===== config.mk =====
export PLATFORM = sky130hd
export DESIGN_NAME = maxpool_relu
export DESIGN_NICKNAME = d
export VERILOG_FILES = /design/src/rtl/maxpool_relu.sv
export SDC_FILE = /design/constraint.sdc
export NUM_CORES = 1
export LEC_CHECK = 0
export CORE_ASPECT_RATIO = 0.7
export CORE_MARGIN = 4
export CORE_UTILIZATION = 55
export DETAILED_ROUTE_END_ITERATION = 8
export PLACE_DENSITY = 0.76
export SYNTH_ARGS = -nofsm -noshare
export SYNTH_HDL_FRONTEND = slang
export SYNTH_SLANG_ARGS = --single-unit

===== constraint.sdc =====
create_clock -name clk -period 4.3 [get_ports clk]
set_input_delay 0.86 -clock clk [delete_from_list [all_inputs] [get_ports clk]]
set_output_delay 0.86 -clock clk [all_outputs]
set_load 0.005 [all_outputs]

===== src/rtl/maxpool_relu.sv =====
// 2x2 stride-2 signed max pooling over three lockstep 12-bit channels, with a
// one-entry-per-pooled-column line buffer. Optional ReLU clamp: MAXPOOL_RELU_EN.
module maxpool_relu #(
    parameter int unsigned CONV_BIT       = 12,
    parameter int unsigned HALF_WIDTH     = 12,
    parameter int unsigned HALF_HEIGHT    = 12,
    parameter int unsigned HALF_WIDTH_BIT = 4
) (
    input  logic                clk,
    input  logic                rst_n,
    input  logic                valid_in,
    input  logic [CONV_BIT-1:0] conv_out_1,
    input  logic [CONV_BIT-1:0] conv_out_2,
    input  logic [CONV_BIT-1:0] conv_out_3,
    output logic [CONV_BIT-1:0] max_value_1,
    output logic [CONV_BIT-1:0] max_value_2,
    output logic [CONV_BIT-1:0] max_value_3,
    output logic                valid_out_relu
);

    localparam int unsigned COL_BIT = HALF_WIDTH_BIT + 1;
    localparam int unsigned ROW_BIT = $clog2(2 * HALF_HEIGHT);
    localparam int unsigned NCH     = 3;

    typedef enum logic [1:0] {
        EVEN_FIRST  = 2'b00,
        EVEN_SECOND = 2'b01,
        ODD_FIRST   = 2'b10,
        ODD_SECOND  = 2'b11
    } phase_t;

    logic [COL_BIT-1:0]        col_cnt, col_nxt;
    logic [ROW_BIT-1:0]        row_cnt, row_nxt;
    phase_t                    phase;
    logic [HALF_WIDTH_BIT-1:0] addr;

    logic signed [CONV_BIT-1:0] sample    [NCH];
    logic signed [CONV_BIT-1:0] hold_q    [NCH];
    logic signed [CONV_BIT-1:0] hold_nxt  [NCH];
    logic signed [CONV_BIT-1:0] max_q     [NCH];
    logic signed [CONV_BIT-1:0] max_nxt   [NCH];
    logic signed [CONV_BIT-1:0] buf_wdata [NCH];
    logic signed [CONV_BIT-1:0] line_buf  [NCH][HALF_WIDTH];
    logic                       buf_we;
    logic                       pulse_nxt;

    function automatic logic signed [CONV_BIT-1:0] smax(
        input logic signed [CONV_BIT-1:0] a,
        input logic signed [CONV_BIT-1:0] b
    );
        return (a > b) ? a : b;
    endfunction

    function automatic logic signed [CONV_BIT-1:0] clamp(
        input logic signed [CONV_BIT-1:0] v
    );
`ifdef MAXPOOL_RELU_EN
        return v[CONV_BIT-1] ? '0 : v;
`else
        return v;
`endif
    endfunction

    assign sample[0] = conv_out_1;
    assign sample[1] = conv_out_2;
    assign sample[2] = conv_out_3;
    assign phase     = phase_t'({row_cnt[0], col_cnt[0]});
    assign addr      = col_cnt[COL_BIT-1:1];

    // State register: raster counters whose low bits form the phase
    always_ff @(posedge clk or negedge rst_n) begin
        if (!rst_n) begin
            col_cnt <= '0;
            row_cnt <= '0;
        end else begin
            col_cnt <= col_nxt;
            row_cnt <= row_nxt;
        end
    end

    // Next-state: advance only on valid samples, wrap rows at frame end
    always_comb begin
        col_nxt = col_cnt;
        row_nxt = row_cnt;
        if (valid_in) begin
            if (col_cnt == COL_BIT'(2 * HALF_WIDTH - 1)) begin
                col_nxt = '0;
                if (row_cnt == ROW_BIT'(2 * HALF_HEIGHT - 1)) begin
                    row_nxt = '0;
                end else begin
                    row_nxt = row_cnt + ROW_BIT'(1);
                end
            end else begin
                col_nxt = col_cnt + COL_BIT'(1);
            end
        end
    end

    // Output/datapath decode per phase
    always_comb begin
        buf_we    = 1'b0;
        pulse_nxt = 1'b0;
        for (int ch = 0; ch < NCH; ch++) begin
            hold_nxt[ch]  = hold_q[ch];
            max_nxt[ch]   = max_q[ch];
            buf_wdata[ch] = smax(hold_q[ch], sample[ch]);
        end
        if (valid_in) begin
            unique case (phase)
                EVEN_FIRST: begin
                    for (int ch = 0; ch < NCH; ch++) hold_nxt[ch] = sample[ch];
                end
                EVEN_SECOND: begin
                    buf_we = 1'b1;
                end
                ODD_FIRST: begin
                    for (int ch = 0; ch < NCH; ch++)
                        hold_nxt[ch] = smax(line_buf[ch][addr], sample[ch]);
                end
                ODD_SECOND: begin
                    pulse_nxt = 1'b1;
                    for (int ch = 0; ch < NCH; ch++)
                        max_nxt[ch] = clamp(smax(hold_q[ch], sample[ch]));
                end
                default: ;
            endcase
        end
    end

    always_ff @(posedge clk or negedge rst_n) begin
        if (!rst_n) begin
            for (int ch = 0; ch < NCH; ch++) begin
                hold_q[ch] <= '0;
                max_q[ch]  <= '0;
            end
            valid_out_relu <= 1'b0;
        end else begin
            for (int ch = 0; ch < NCH; ch++) begin
                hold_q[ch] <= hold_nxt[ch];
                max_q[ch]  <= max_nxt[ch];
            end
            valid_out_relu <= pulse_nxt;
        end
    end

    // Line buffer is always rewritten in an even row before the odd row reads it
    always_ff @(posedge clk) begin
        if (buf_we) begin
            for (int ch = 0; ch < NCH; ch++) line_buf[ch][addr] <= buf_wdata[ch];
        end
    end

    assign max_value_1 = max_q[0];
    assign max_value_2 = max_q[1];
    assign max_value_3 = max_q[2];

endmodule


==> results.py, run 1 <==
metrics = {
    "timing": {
        "setup-tns-final_ns": 0,
        "worst_hold_slack_ns": 0.401,
        "fin_crit_ns": 4.01,
        "relSlewSlack": 0.305,
        "maxSlewViolCount": 0,
        "setup_viol_count_final": 0,
        "post-route-period-util": 0.932,
        "fmax_mhz": 250,
        "worstMarginPinSlew_ns": 1.04,
        "fin_skew_ns": 0.0290,
        "rsz0062_at_grt": "false",
        "hold_viol": 0,
    },
    "finish": {
        "synthToLayoutAreaGrowth_pct": 14.5,
        "final_cell_mix": "432 x edfxtp_1, 85 x mux4_2, 81 x nor2_1",
        "drive_gt1_frac": 0.188,
        "final_core_util": 0.639,
        "nets": 1702,
        "final_cell_count_no_fill": 2173,
        "final_common_cell": "edfxtp_1",
        "n_antenna_cell": 0,
    },
    "worst_setup_path": {
        "cp.arrival_ns": 4.48,
        "critPathMaxFanout": 48,
        "cp-start-kind": "flop",
        "endpoint_kind": "flop",
        "worstPathRequired_ns": 4.77,
        "critPathKind": "reg -> reg",
    },
    "placement": {
        "io_buffers": 75,
        "dp_hpwl_mm": 33.8,
        "post-place-cells": 2082,
        "place.gp.congestion": 0.857,
    },
    "yosys": {
        "synth_area_leader_cell": "edfxtp_1",
        "synth_cell_types": 54,
        "netlist_area_um2": 23000,
        "synth_top_area_share": 0.564,
        "synth.avg_cell_area_um2": 15.4,
        "async_reset_ff_frac": 0.161,
        "synth_warnings": 0,
        "synthTopCellsByArea": "edfxtp_1 56%, dfrtp_1 9.0%, mux4_2 8.3%, ha_1 4.0%, mux2_2 2.8%",
        "synth_edf_count": 432,
        "synth_xor_area_frac": 0.000761,
        "ys_seq_area_frac": 0.654,
        "synth-main-ff-cell": "edfxtp_1",
        "syn_nets": 1604,
        "synthMuxAreaShare": 0.138,
        "synthSimpleGateAreaFrac": 0.0499,
        "ys_ff_latch": 515,
        "synth_top_family_by_area": "multiplexers",
        "synthAdderAreaFrac": 0.0402,
        "synth_compound_area_frac": 0.0872,
        "syn_inst": 1491,
    },
    "die": {
        "die_x_um": 252,
        "core_area_um2": 41200,
        "rows": 62,
        "die_h_um": 179,
        "pin_count": 76,
        "die_area_um2": 45200,
        "start_util": 0.559,
    },
    "power_and_ir_drop": {
        "p_switching_mw": 5.95,
        "power_density_nw_per_um2": 672,
        "clkPwrFrac": 0.235,
        "comb_power_share": 0.361,
        "ir_worst_vdd_v": 0.000411,
        "p_total_mw": 17.7,
        "power_frac_seq": 0.404,
        "power_leakage_nw": 9.44,
        "p_int_mw": 11.7,
        "p_sw_frac": 0.336,
    },
    "clock_network": {
        "clock_path_buffers": 3,
        "cts_tree": "built",
        "cts_sinks": 515,
        "cts_hold_buf": 0,
        "ctsRootBufferMaster": "clkbuf_16",
        "clkLatencyLatePin_ns": 0.58,
        "htree_num_levels": 2,
        "clk_pin_slew_ns": 0.07,
        "cts_buffers": 48,
    },
    "drt": {
        "ant_nets": 0,
        "drc": 0,
        "drtIter0Drc": 1455,
        "drtPass1Iterations": 5,
        "via_per_inst": 6.40,
        "wl_mm": 53.6,
        "detail_route.wl_per_cell_um": 24.7,
        "vias": 13900,
    },
    "global_routing": {
        "grtUsageTotal": 0.240,
        "antenna_found_initial": 0,
        "grt_pass1_wl_mm": 83.1,
        "grt_max_degree": 59,
        "grt_overflow": 0,
        "grt_pass1_vias": 13600,
    },
    "job": {
        "maxCapViolations": 0,
    },
    "hold_path": {
        "worstHoldPathType": "in -> async",
    },
    "outcome": {
        "status": "completed",
    },
}
[Yosys cell counts, types with 4 or more instances]
| master | instances |
|---|---|
| nand2_1 | 74 |
| o221ai_1 | 24 |
| a21oi_1 | 55 |
| buf_1 | 5 |
| o211ai_1 | 7 |
| a311oi_1 | 25 |
| nor3_1 | 29 |
| nand2b_1 | 6 |
| a221o_1 | 25 |
| mux2_2 | 58 |
| mux2i_1 | 61 |
| a2111oi_0 | 12 |
| nand3_1 | 14 |
| buf_2 | 28 |
| nand4_1 | 5 |
| a211oi_1 | 13 |
| and4_1 | 11 |
| inv_1 | 79 |
| edfxtp_1 | 432 |
| and2_1 | 4 |
| ha_1 | 74 |
| and3_1 | 4 |
| nor2_1 | 89 |
| dfrtp_1 | 83 |
| a21o_1 | 13 |
| o22a_1 | 22 |
| nor2b_1 | 11 |
| o22ai_1 | 14 |
| a31oi_1 | 25 |
| mux4_2 | 85 |
| o21ai_0 | 21 |
| clkbuf_1 | 57 |
[worst paths after layout]
path	start	endpoint	slack, ns	cells past startpoint
worst min register to register	max_value_3[9]$_DFFE_PN0P_	max_value_3[9]$_DFFE_PN0P_	0.51	1
worst max register to register	col_cnt[1]$_DFFE_PN0P_	hold_q[28]$_DFFE_PN0P_	0.29	11
worst min-delay path	rst_n	max_value_2[4]$_DFFE_PN0P_	0.40	1
max in group asynchronous	rst_n	hold_q[31]$_DFFE_PN0P_	3.01	2
worst max-delay path	col_cnt[1]$_DFFE_PN0P_	hold_q[28]$_DFFE_PN0P_	0.29	11
min in group clk	max_value_3[9]$_DFFE_PN0P_	max_value_3[9]$_DFFE_PN0P_	0.51	1
[per-layer routing]
layer / wire length, µm / vias up / track usage
met5: 0 / - / 0
met1: 22900 / 7065 / 0.361
li1: - / 6117 / -
met4: 976 / 0 / 0.0501
met3: 4840 / 80 / 0.0463
met2: 24900 / 642 / 0.371
[worst max-delay path, stage by stage, from the launching register on]
cell and delay [ns]:
dfrtp_4 0.64, buf_12 0.33, mux4_2 0.55, mux2i_1 0.18, o22a_1 0.22, inv_1 0.06, ha_1 0.28, and3_1 0.25
a221o_1 0.35, o211ai_1 0.17, nand3_1 0.43, o221ai_1 0.40
[sequential cells by signal, summed over array words and instances (netlist names)]
name,cells
valid_out_relu,1
row_cnt,5
col_cnt,5
line_buf,432
max_value_2,12
max_value_3,12
max_value_1,12
hold_q,36
[cell type report]
| type | count | area [µm²] |
|---|---|---|
| Sequential cell | 515 | 15100 |
| Fill cell | 2797 | 14900 |
| Multi-Input combinational cell | 805 | 7410 |
| Clock buffer | 69 | 1360 |
| Timing Repair Buffer | 139 | 1360 |
| Tap cell | 544 | 681 |
| Inverter | 80 | 300 |
| Clock inverter | 21 | 170 |
[stage by stage]
stage	setup slack (ns)	area, µm²
5_1_grt	0.0820	26300
6_report	0.294	26300
2_1_floorplan	0.865	23000
3_3_place_gp	0.285	24800
3_5_place_dp	0.155	24800
4_1_cts	0.154	26300
[power by group through the flow]
stage	Sequential, mW	Clock [mW]	Combinational [mW]
floorplan	7.01	0	4.38
global placement	7.25	0	6.06
detailed placement	7.27	0	6.28
CTS	7.17	4.22	6.32
global route	7.21	4.46	7.00
finish	7.15	4.16	6.38
[cells by family after synthesis]
| group | after synthesis |
|---|---|
| buf+inv | 171 |
| flops | 515 |
| xor+xnor | 2 |
| fa+ha+maj | 74 |
| simple gates | 252 |
| compound gates | 273 |
| mux | 204 |
[what timing repair did]
item,CTS,global route
gates resized for setup,0,3
buffers inserted,0,1
setup endpoints to repair,0,33
No activity file was read; power rests on OpenSTA's default activity.
==> inputs of run 2 (changes only) <==
--- a/config.mk
+++ b/config.mk
@@ -8,6 +8,7 @@
 export CORE_ASPECT_RATIO = 0.7
 export CORE_MARGIN = 4
-export CORE_UTILIZATION = 55
+export CORE_UTILIZATION = 58
 export DETAILED_ROUTE_END_ITERATION = 8
+export DONT_BUFFER_PORTS = 1
 export PLACE_DENSITY = 0.76
 export SYNTH_ARGS = -nofsm -noshare
==> constraint.sdc (replaced) <==
create_clock -name clk -period 4.3 [get_ports clk]
set_input_delay 0.645 -clock clk [delete_from_list [all_inputs] [get_ports clk]]
set_output_delay 0.645 -clock clk [all_outputs]
set_load 0.005 [all_outputs]
==> results.py, run 2 (synthesis gave the netlist of run 1 again) <==
metrics = {
    "outcome": {
        "status": "completed",
    },
    "finish": {
        "drive_gt1_frac": 0.191,
        "n_fill_cell": 2572,
        "nets": 1622,
        "final_core_util": 0.659,
        "top_regs": "line_buf: 432 flops, hold_q: 36 flops",
        "final_cell_count_no_fill": 2075,
        "final_common_cell": "edfxtp_1",
        "final_cell_mix": "432 x edfxtp_1, 85 x mux4_2, 80 x nor2_1, 80 x dfrtp_1, 78 x inv_1",
        "regMostFlops": "line_buf",
        "largest_register_ffs": 432,
        "fin_area_um2": 25600,
        "synthToLayoutAreaGrowth_pct": 11.1,
    },
    "timing": {
        "fin_skew_ns": 0.0244,
        "setup-tns-final_ns": 0,
        "setup_viol_count_final": 0,
        "hold_viol": 0,
        "worstMarginPinSlew_ns": 1.06,
        "relSlewSlack": 0.292,
        "fin_crit_ns": 3.97,
        "fmax_mhz": 252,
        "rsz0062_at_grt": "false",
        "maxSlewViolCount": 0,
        "post-route-period-util": 0.923,
    },
    "power_and_ir_drop": {
        "power_density_nw_per_um2": 683,
        "power_leakage_nw": 9.15,
        "p_total_mw": 17.5,
        "ir_worst_vdd_v": 0.000519,
    },
    "die": {
        "pin_count": 76,
        "die_x_um": 246,
        "rows": 60,
        "die_h_um": 175,
        "core_area_um2": 38800,
        "die_area_um2": 43000,
        "start_util": 0.593,
    },
    "worst_setup_path": {
        "worstSetupStartpoint": "col_cnt[1]$_DFFE_PN0P_",
        "critPathBufInv": 1,
        "cp-start-kind": "flop",
        "critPathKind": "reg -> reg",
        "critPathMaxFanout": 39,
        "worstPathRequired_ns": 4.72,
        "cp.arrival_ns": 4.39,
        "crit_chain": "buf_12 > mux4_2 > mux2i_1 > nor2_1 > a21oi_1 > ha_1 > and4_1 > a41o_1 > or3_1 > a31o_2 > nand3_1 > o221ai_1",
        "reg2reg_from": "col_cnt[1]$_DFFE_PN0P_",
        "critPathTopFamily": "compound AO/OA/AOI/OAI gates",
        "cpMaxStageDelayCell": "mux4_2",
        "slowest_delay_ns": 0.55,
        "endpoint_kind": "flop",
    },
    "clock_network": {
        "htree_num_levels": 2,
        "clkLatencyLatePin_ns": 0.58,
        "clock_path_buffers": 3,
        "ctsRootBufferMaster": "clkbuf_16",
        "clk_pin_slew_ns": 0.07,
        "cts_buffers": 48,
        "cts_tree": "built",
        "cts_sinks": 515,
    },
    "placement": {
        "dp_hpwl_mm": 33.1,
        "io_buffers": 0,
        "place.gp.congestion": 0.849,
        "placed_area_um2": 23900,
        "post-place-cells": 1975,
    },
    "drt": {
        "ant_nets": 0,
        "drtIter0Drc": 1750,
        "drc": 0,
        "wl_mm": 53.9,
        "detail_route.wl_per_cell_um": 26.0,
        "vias": 13600,
        "drtPass1Iterations": 5,
        "via_per_inst": 6.55,
    },
    "hold_path": {
        "worstHoldPathType": "in -> reg",
        "min_from": "conv_out_3[0]",
    },
    "global_routing": {
        "antenna_found_initial": 1,
        "grt_pass1_wl_mm": 82.9,
        "grt_overflow": 0,
        "grt_pass1_vias": 13600,
        "grt_max_degree": 84,
        "grtUsageTotal": 0.251,
    },
    "job": {
        "maxCapViolations": 0,
    },
}
-- run 2: final timing paths --
path                                              end  slack [ns]  depth (start not counted)
min in group asynchronous      col_cnt[0]$_DFFE_PN0P_        0.72                          2
min                             hold_q[0]$_DFFE_PN0P_        0.22                          1
min reg2reg                    row_cnt[2]$_DFFE_PN0P_        0.52                          1
max reg2reg                    hold_q[19]$_DFFE_PN0P_        0.33                         12
max                            hold_q[19]$_DFFE_PN0P_        0.33                         12
max in group asynchronous  max_value_3[6]$_DFFE_PN0P_        3.10                          2
-- run 2: per-stage QoR --
step / setup WS [ns] / hold WS, ns
6_report: 0.331 / 0.220
5_1_grt: 0.122 / 0.199
4_1_cts: 0.0394 / 0.0125
3_5_place_dp: 0.0426 / 0.356
3_3_place_gp: 0.277 / 0.356
2_1_floorplan: 0.0676 / 0.349
-- run 2: power by group --
group	switching, mW	total (mW)	internal, mW	leakage (nW)
clock network	1.86	4.11	2.25	0.723
logic	3.68	6.24	2.56	3.45
registers	0.410	7.12	6.71	4.98
-- run 2: layout make-up --
type | count | area, µm² | share of cell area
antenna | 1 | 2.50 | 0.0000979
clock buffer | 60 | 1250 | 0.0487
clock inverter | 28 | 244 | 0.00954
inverter | 80 | 300 | 0.0117
multi-input combinational | 805 | 7380 | 0.289
sequential | 515 | 15100 | 0.589
tap | 527 | 659 | 0.0258
timing repair buffer | 59 | 673 | 0.0263
-- run 2: worst reg2reg max path, delay by kind of cell (launching register included) --
kind / cells / cell delay, ns
fa+ha+maj: 1 / 0.30
mux: 2 / 0.71
simple gates: 4 / 0.99
buf+inv: 1 / 0.29
compound gates: 4 / 1.01
flops: 1 / 0.52
-- run 2: layer usage --
layer,part of all wire,track usage,up-vias
li1,-,-,5959
met1,0.43,0.388,6864
met2,0.46,0.380,679
met3,0.087,0.0439,95
met4,0.023,0.0614,0
met5,0,0,-
-- run 2: what timing repair did --
item	in CTS	in global routing
setup buffers	0	9
setup endpoints to repair	0	36
resized for setup	0	2
endpoints found under the hold margin	83	10
hold buffers	1	1
